$ cat config.mk
export PLATFORM = sky130hd
export DESIGN_NAME = register_file_param_sb
export DESIGN_NICKNAME = d
export VERILOG_FILES = /design/src/rtl/register_file_param_sb.sv
export SDC_FILE = /design/constraint.sdc
export NUM_CORES = 2
export LEC_CHECK = 0
export CAP_MARGIN = 30
export CORE_MARGIN = 2
export CORE_UTILIZATION = 30
export CTS_CLUSTER_DIAMETER = 50
export DETAILED_ROUTE_END_ITERATION = 16
export GPL_ROUTABILITY_DRIVEN = 1
export SYNTH_ARGS = -nofsm -noshare
export SYNTH_HDL_FRONTEND = slang
export SYNTH_SLANG_ARGS = --single-unit
export TNS_END_PERCENT = 20
$ cat constraint.sdc
create_clock -name CLK -period 5.1 [get_ports CLK]
set_input_delay 0.51 -clock CLK [delete_from_list [all_inputs] [get_ports CLK]]
set_output_delay 0.51 -clock CLK [all_outputs]
set_load 0.005 [all_outputs]
$ cat src/rtl/register_file_param_sb.sv
// Parametrised dual-read / single-write register file with a per-register busy scoreboard.
// Latency: reads return registered data one cycle after a sampled READ, with VALID_R as the strobe.
// Backpressure: none; every request is accepted on every edge.
//
// Ports:
//   CLK, RST (async active-low)
//   READ, ADDR_R1, ADDR_R2 -> DATA_R1, DATA_R2, VALID_R   (registered read, 1 cycle)
//   WRITE, ADDR_W, DATA_W                                  (writeback; also clears busy)
//   LOCK, ADDR_L                                           (decode marks a pending producer)
//   BUSY_R1, BUSY_R2 (combinational), BUSY_CNT (registered popcount of busy bits)
//
// Optional feature macro: REGFILE_WRITE_BYPASS_EN
//   When defined, a read in the same cycle as a write to the same address returns the
//   write data, and BUSY_Rn drops for that address unless it is re-locked in that cycle.
module register_file_param_sb #(
  parameter int DATA_WIDTH = 32,
  parameter int ADDR_WIDTH = 5,
  parameter int ZERO_REG   = 1
) (
  input  logic                  CLK,
  input  logic                  RST,
  input  logic                  READ,
  input  logic [ADDR_WIDTH-1:0] ADDR_R1,
  input  logic [ADDR_WIDTH-1:0] ADDR_R2,
  output logic [DATA_WIDTH-1:0] DATA_R1,
  output logic [DATA_WIDTH-1:0] DATA_R2,
  output logic                  VALID_R,
  input  logic                  WRITE,
  input  logic [ADDR_WIDTH-1:0] ADDR_W,
  input  logic [DATA_WIDTH-1:0] DATA_W,
  input  logic                  LOCK,
  input  logic [ADDR_WIDTH-1:0] ADDR_L,
  output logic                  BUSY_R1,
  output logic                  BUSY_R2,
  output logic [ADDR_WIDTH:0]   BUSY_CNT
);

  localparam int DEPTH = 2 ** ADDR_WIDTH;
  localparam int CW    = ADDR_WIDTH + 1;
  localparam bit ZR    = (ZERO_REG != 0);

  logic [DATA_WIDTH-1:0] reg_q [DEPTH];
  logic [DEPTH-1:0]      busy_q, busy_d;
  logic [CW-1:0]         busy_cnt_q, busy_cnt_d;
  logic [DATA_WIDTH-1:0] data_r1_q, data_r2_q, rd1_d, rd2_d;
  logic                  valid_q;

  logic wr_en, lock_en, cnt_inc, cnt_dec;
  logic busy_r1, busy_r2;

  // Register 0 is inert when hardwired: no write, no lock, no clear.
  assign wr_en   = WRITE && !(ZR && (ADDR_W == '0));
  assign lock_en = LOCK  && !(ZR && (ADDR_L == '0));

  // Read data selection, including optional write-through forwarding.
  always_comb begin
    rd1_d = reg_q[ADDR_R1];
    rd2_d = reg_q[ADDR_R2];
`ifdef REGFILE_WRITE_BYPASS_EN
    if (WRITE && (ADDR_W == ADDR_R1)) rd1_d = DATA_W;
    if (WRITE && (ADDR_W == ADDR_R2)) rd2_d = DATA_W;
`endif
    if (ZR && (ADDR_R1 == '0)) rd1_d = '0;
    if (ZR && (ADDR_R2 == '0)) rd2_d = '0;
  end

  // Scoreboard next state: clear first, then lock, so a same-address lock wins.
  // The count moves only on real 0->1 / 1->0 transitions; an increment and a
  // decrement can only coincide on different addresses, so they cancel.
  always_comb begin
    busy_d = busy_q;
    if (wr_en)   busy_d[ADDR_W] = 1'b0;
    if (lock_en) busy_d[ADDR_L] = 1'b1;
    cnt_inc = lock_en && !busy_q[ADDR_L];
    cnt_dec = wr_en && busy_q[ADDR_W] && !(lock_en && (ADDR_L == ADDR_W));
    busy_cnt_d = busy_cnt_q;
    if (cnt_inc && !cnt_dec)      busy_cnt_d = busy_cnt_q + CW'(1);
    else if (cnt_dec && !cnt_inc) busy_cnt_d = busy_cnt_q - CW'(1);
  end

  // Busy lookups reflect pre-edge state; bypass hides a hazard being resolved this cycle.
  always_comb begin
    busy_r1 = busy_q[ADDR_R1];
    busy_r2 = busy_q[ADDR_R2];
`ifdef REGFILE_WRITE_BYPASS_EN
    if (WRITE && (ADDR_W == ADDR_R1) && !(LOCK && (ADDR_L == ADDR_R1))) busy_r1 = 1'b0;
    if (WRITE && (ADDR_W == ADDR_R2) && !(LOCK && (ADDR_L == ADDR_R2))) busy_r2 = 1'b0;
`endif
  end

  always_ff @(posedge CLK or negedge RST) begin
    if (!RST) begin
      for (int i = 0; i < DEPTH; i++) reg_q[i] <= '0;
    end else if (wr_en) begin
      reg_q[ADDR_W] <= DATA_W;
    end
  end

  always_ff @(posedge CLK or negedge RST) begin
    if (!RST) begin
      data_r1_q  <= '0;
      data_r2_q  <= '0;
      valid_q    <= 1'b0;
      busy_q     <= '0;
      busy_cnt_q <= '0;
    end else begin
      valid_q    <= READ;
      busy_q     <= busy_d;
      busy_cnt_q <= busy_cnt_d;
      if (READ) begin
        data_r1_q <= rd1_d;
        data_r2_q <= rd2_d;
      end
    end
  end

  assign DATA_R1  = data_r1_q;
  assign DATA_R2  = data_r2_q;
  assign VALID_R  = valid_q;
  assign BUSY_R1  = busy_r1;
  assign BUSY_R2  = busy_r2;
  assign BUSY_CNT = busy_cnt_q;

endmodule

== After elaboration in Yosys (flattened, before gate mapping) ==
Cells that the tools add are included.

* Output and inout port bits: 73
* Word-level logic and storage cells: 105
* Register bits after elaboration: 1,127

* Magnitude comparators: 10
* Mux-type cells: 27
* Reduce and logical (&&, ||, !) cells: 22
* Equality and inequality tests: 1
* Bitwise logic cells: 6
* Add/sub/neg operators: 2

{| class="wikitable"
|+ Operators by type and width
! cell !! count
|-
| $bwmux 1024 || 1
|-
| $bmux 32 s5 || 2
|-
| $mux 32 || 9
|-
| $demux 32 s5 || 1
|-
| $and 32x32->32 || 1
|-
| $not 32->32 || 1
|-
| $or 32x32->32 || 1
|-
| $lt 5x6->1 const B || 4
|-
| $bmux 1 s5 || 4
|-
| $logic_not 5->1 || 4
|-
| $ge 6x6->1 const B || 3
|-
| $not 5->6 || 3
|-
| $mux 6 || 2
|-
| $logic_and 1x1->1 || 11
|-
| $demux 1 s5 || 2
|-
| $ge 5x1->1 const B || 2
|-
| $add 6x1->6 const B || 1
|-
| $logic_not 1->1 || 6
|-
| $lt 6x1->1 const B || 1
|-
| $mux 1 || 6
|-
| $sub 6x1->6 const B || 1
|-
| $eq 5x5->1 || 1
|-
| $reduce_bool 2->1 || 1
|}

== Depth between registers and ports, before layout ==
* Depth in word-level cells: 9
* Mapped depth: 14
* Mapped depth without buffers: 13

== Worst setup path before layout ==
No wires, ideal clock.

* Kind: input to register
* From: in ADDR_L[0]
* To: reg busy_cnt_q[5] (netlist: BUSY_CNT[5])
* Cell stages on the path: 13
* Data arrival time: 3.289 ns
* Required time: 5.021 ns
* Setup time: 0.079 ns
* Setup slack: 1.731 ns
* Buffers on the path: 1
* Cells stage by stage: buf_2 > mux4_2 > a221oi_1 > a31oi_1 > nor3_1 > ha_1 > inv_1 > ha_1 > a21o_1 > a21oi_1 > or4_1 > nand3_1 > xor2_1

* Word-level cells in the longest chain between the ends: 9
* Elaborated cells on any way between the ends: 17

{| class="wikitable"
|+ Ends and longest elaborated chain
! item !! line !! RTL
|-
| start: declaration || 32 || <nowiki>input logic [ADDR_WIDTH-1:0] ADDR_L,</nowiki>
|-
| branches (longest 9 deep; another with $bmux 1 s5) || n/a ||
|-
| end signal: assignment || 109 || <nowiki>busy_cnt_q <= busy_cnt_d;</nowiki>
|-
| end: declaration || 44 || <nowiki>logic [CW-1:0] busy_cnt_q, busy_cnt_d;</nowiki>
|}

Several ways; the timed one is not identified. The select of a mux whose other input is x is not followed.
A chain may end at the register's enable or synchronous reset.

== Final worst setup path ==
Same ends and word-level chain as after synthesis.

==> results.cfg <==
[logic_synthesis]
syn-instance-count = 4230
ys_warn_count = 0
postSynth.topFlopCell = dfrtp_1
syn_nets = 4293
yosysSeqAreaShare_pct = 47.4
synth-edff-count = 0
synth_area_mm2 = 0.0595
avgSynthCellArea_um2 = 14.1
ys_seq_elements = 1127
yosysTopAreaCell = dfrtp_1
yosysTopAreaCellShare_pct = 47.4
async_flop_share_pct = 100
synth_area_leaders = dfrtp_1 (47%), mux2_2 (20%), mux4_2 (16%)
yosys.cell_types.count = 52

[detailed_routing]
dr.pass1.iters = 6
dr_total_vias = 39000
wire_per_inst_um = 28.1
vias_per_cell = 5.66
drt_iter0_drc = 3114
final_antenna_net_count = 0
drc = 0
wirelength_mm = 193

[cts]
clk_pin_slew_ns = 0.06
cts_tree = yes
h-tree-depth = 3
holdBufCountCts = 1
cts_root_buf = clkbuf_16
worstSkewPairLatency_ns = 0.75
clock_path_buffers = 3
cts_resized = 0
cts_buffers = 118
cts_setup_buffers = 0
cts.sinks = 1127

[grt]
grtUsageMet1_pct = 23.1
met3_usage_pct = 2.81
busiest_layer = met2
antenna_found_initial = 13
grt_max_degree = 124
overflow = 0
grt.met2_usage_pct = 32.3
track_usage_pct = 18.9
grt_pass1_wl_mm = 285
grt_pass1_vias = 40500

[floorplan]
ios = 130
core-area_mm2 = 0.197
rows = 163
die_area_mm2 = 0.202
die_h_um = 449
die_x_um = 449
start_util_pct = 30.2

[finish]
final_common_cell = dfrtp_1
fin_area_mm2 = 0.0679
drive_above_1_share_pct = 43.8
fin_nets = 4212
mostFrequentLayoutCells = dfrtp_1 (1127), mux2_2 (1056), mux4_2 (420), mux2i_1 (258), nor2_1 (193)
area_growth_pct = 14.1

[power]
ir_drop_mv = 0.333
total_leakage_power_nw = 28.7
p_total_mw = 26.1
p_per_area_mw_per_mm2 = 384

[job]
drv_cap = 0

[worst_setup_path]
arrival_ns = 4.27
startpoint_type = primary input
crit_required_ns = 5.76
cp-end-kind = flop
crit_fanout = 20
path_class = in2reg

[sta]
slew-limit-headroom_pct = 29.1
fin_setup_tns_ns = 0
fin_crit_sh_pct = 71.0
fmax_mhz = 276
setup_viol = 0
fin_worst_skew_ns = 0.0325
finalHoldViolCount = 0
period_minus_slack_ns = 3.62
rsz0062_at_grt = false
worstMarginPinSlew_ns = 1.06
drv_slew = 0

[placed_design]
hpwl_mm = 115
port_buffers = 129
place.gp.congestion = 0.889
placed_cell_area_mm2 = 0.0639

[run_status]
status = complete, no violations

[hold_path]
hp-class = reg2reg
-- layout make-up --
cell class                      instances  area (µm²)
Multi-Input combinational cell       2629       29400
Tap cell                             2640        3300
Antenna cell                            4        10.0
Sequential cell                      1127       28200
Clock inverter                         38         445
Fill cell                           19000      129000
Inverter                                7        26.3
Timing Repair Buffer                  266        3010
Clock buffer                          173        3440
-- worst max-delay path, cell delays in order --
cell and delay [ns]:
clkdlybuf4s50_1 0.46, buf_4 0.28, mux4_2 0.53, nor3b_1 0.15, a311oi_1 0.27, a31oi_1 0.08, nor3_1 0.24, ha_1 0.34
inv_1 0.15, ha_1 0.30, a21o_1 0.10, a21oi_1 0.10, or4_1 0.50, nand3_1 0.11, xor2_1 0.15
-- path summary, 6_finish.rpt --
path                                    startpoint                 endpoint  slack [ns]  depth (start not counted)
max in group asynchronous                      RST  DATA_R1[16]$_DFFE_PN0P_        3.27                          3
hold / removal             reg_q[1009]$_DFFE_PN0P_  reg_q[1009]$_DFFE_PN0P_        0.40                          0
setup / recovery                         ADDR_L[0]  BUSY_CNT[5]$_DFFE_PN0P_        1.48                         15
hold reg to reg            reg_q[1009]$_DFFE_PN0P_  reg_q[1009]$_DFFE_PN0P_        0.40                          0
min in group asynchronous                      RST     busy_q[15]$_DFF_PN0_        0.46                          2
setup reg to reg               busy_q[3]$_DFF_PN0_  BUSY_CNT[5]$_DFFE_PN0P_        1.60                         13
-- metrics by stage --
| step | setup WS (ns) | hold WS (ns) | utilization (%) | cells |
|---|---|---|---|---|
| after CTS | 1.56 | 0.403 | 34.4 | 6877 |
| after global routing | 1.23 | 0.407 | 34.4 | 6884 |
| after floorplan | 1.73 | 0.214 | - | 4230 |
| final | 1.48 | 0.401 | 34.4 | 6884 |
| after detailed placement | 0.788 | 0.390 | 32.4 | 6665 |
| after global placement | 0.725 | 0.384 | 32.1 | 6639 |
-- cell usage after synthesis (5+ instances only) --
| master | n |
|---|---|
| nand3_1 | 9 |
| a22oi_1 | 66 |
| a22o_1 | 13 |
| buf_4 | 20 |
| dfrtp_1 | 1127 |
| ha_1 | 5 |
| buf_2 | 156 |
| nand2b_1 | 5 |
| nor2_1 | 209 |
| o21ai_0 | 157 |
| a32o_1 | 66 |
| nor2b_1 | 6 |
| o22ai_1 | 126 |
| mux4_2 | 420 |
| mux2_2 | 1056 |
| mux2i_1 | 258 |
| nand3b_1 | 7 |
| clkbuf_1 | 247 |
| nand2_1 | 35 |
| a211oi_1 | 62 |
| inv_1 | 6 |
| buf_1 | 40 |
| nor3_1 | 5 |
| xor2_1 | 6 |
| a21oi_1 | 66 |
-- where the power goes --
group / leakage [nW] / total [mW] / internal [mW] / switching, mW
Clock: 1.91 / 8.76 / 5.03 / 3.74
Sequential: 14.5 / 12.0 / 10.6 / 1.32
Combinational: 12.4 / 5.38 / 3.21 / 2.17
-- cells by family after synthesis --
kind of cell	share of synthesized area, %
flops	47.4
fa+ha+maj	0.139
xor+xnor	0.147
simple gates	2.24
mux	40.2
buf+inv	3.49
compound gates	6.38
-- metal layers --
| layer | wire length (µm) | share of wire [%] |
|---|---|---|
| met4 | 9700 | 5.0 |
| met3 | 10300 | 5.3 |
| met5 | 34 | 0.018 |
| met2 | 96600 | 50 |
| met1 | 76700 | 40 |
-- sequential cells by signal (all words and copies together) (netlist names) --
name      flops
BUSY_CNT      6
DATA_R1      32
DATA_R2      32
VALID_R       1
reg_q      1024
busy_q       32
Power figures use the tool's default switching activity.
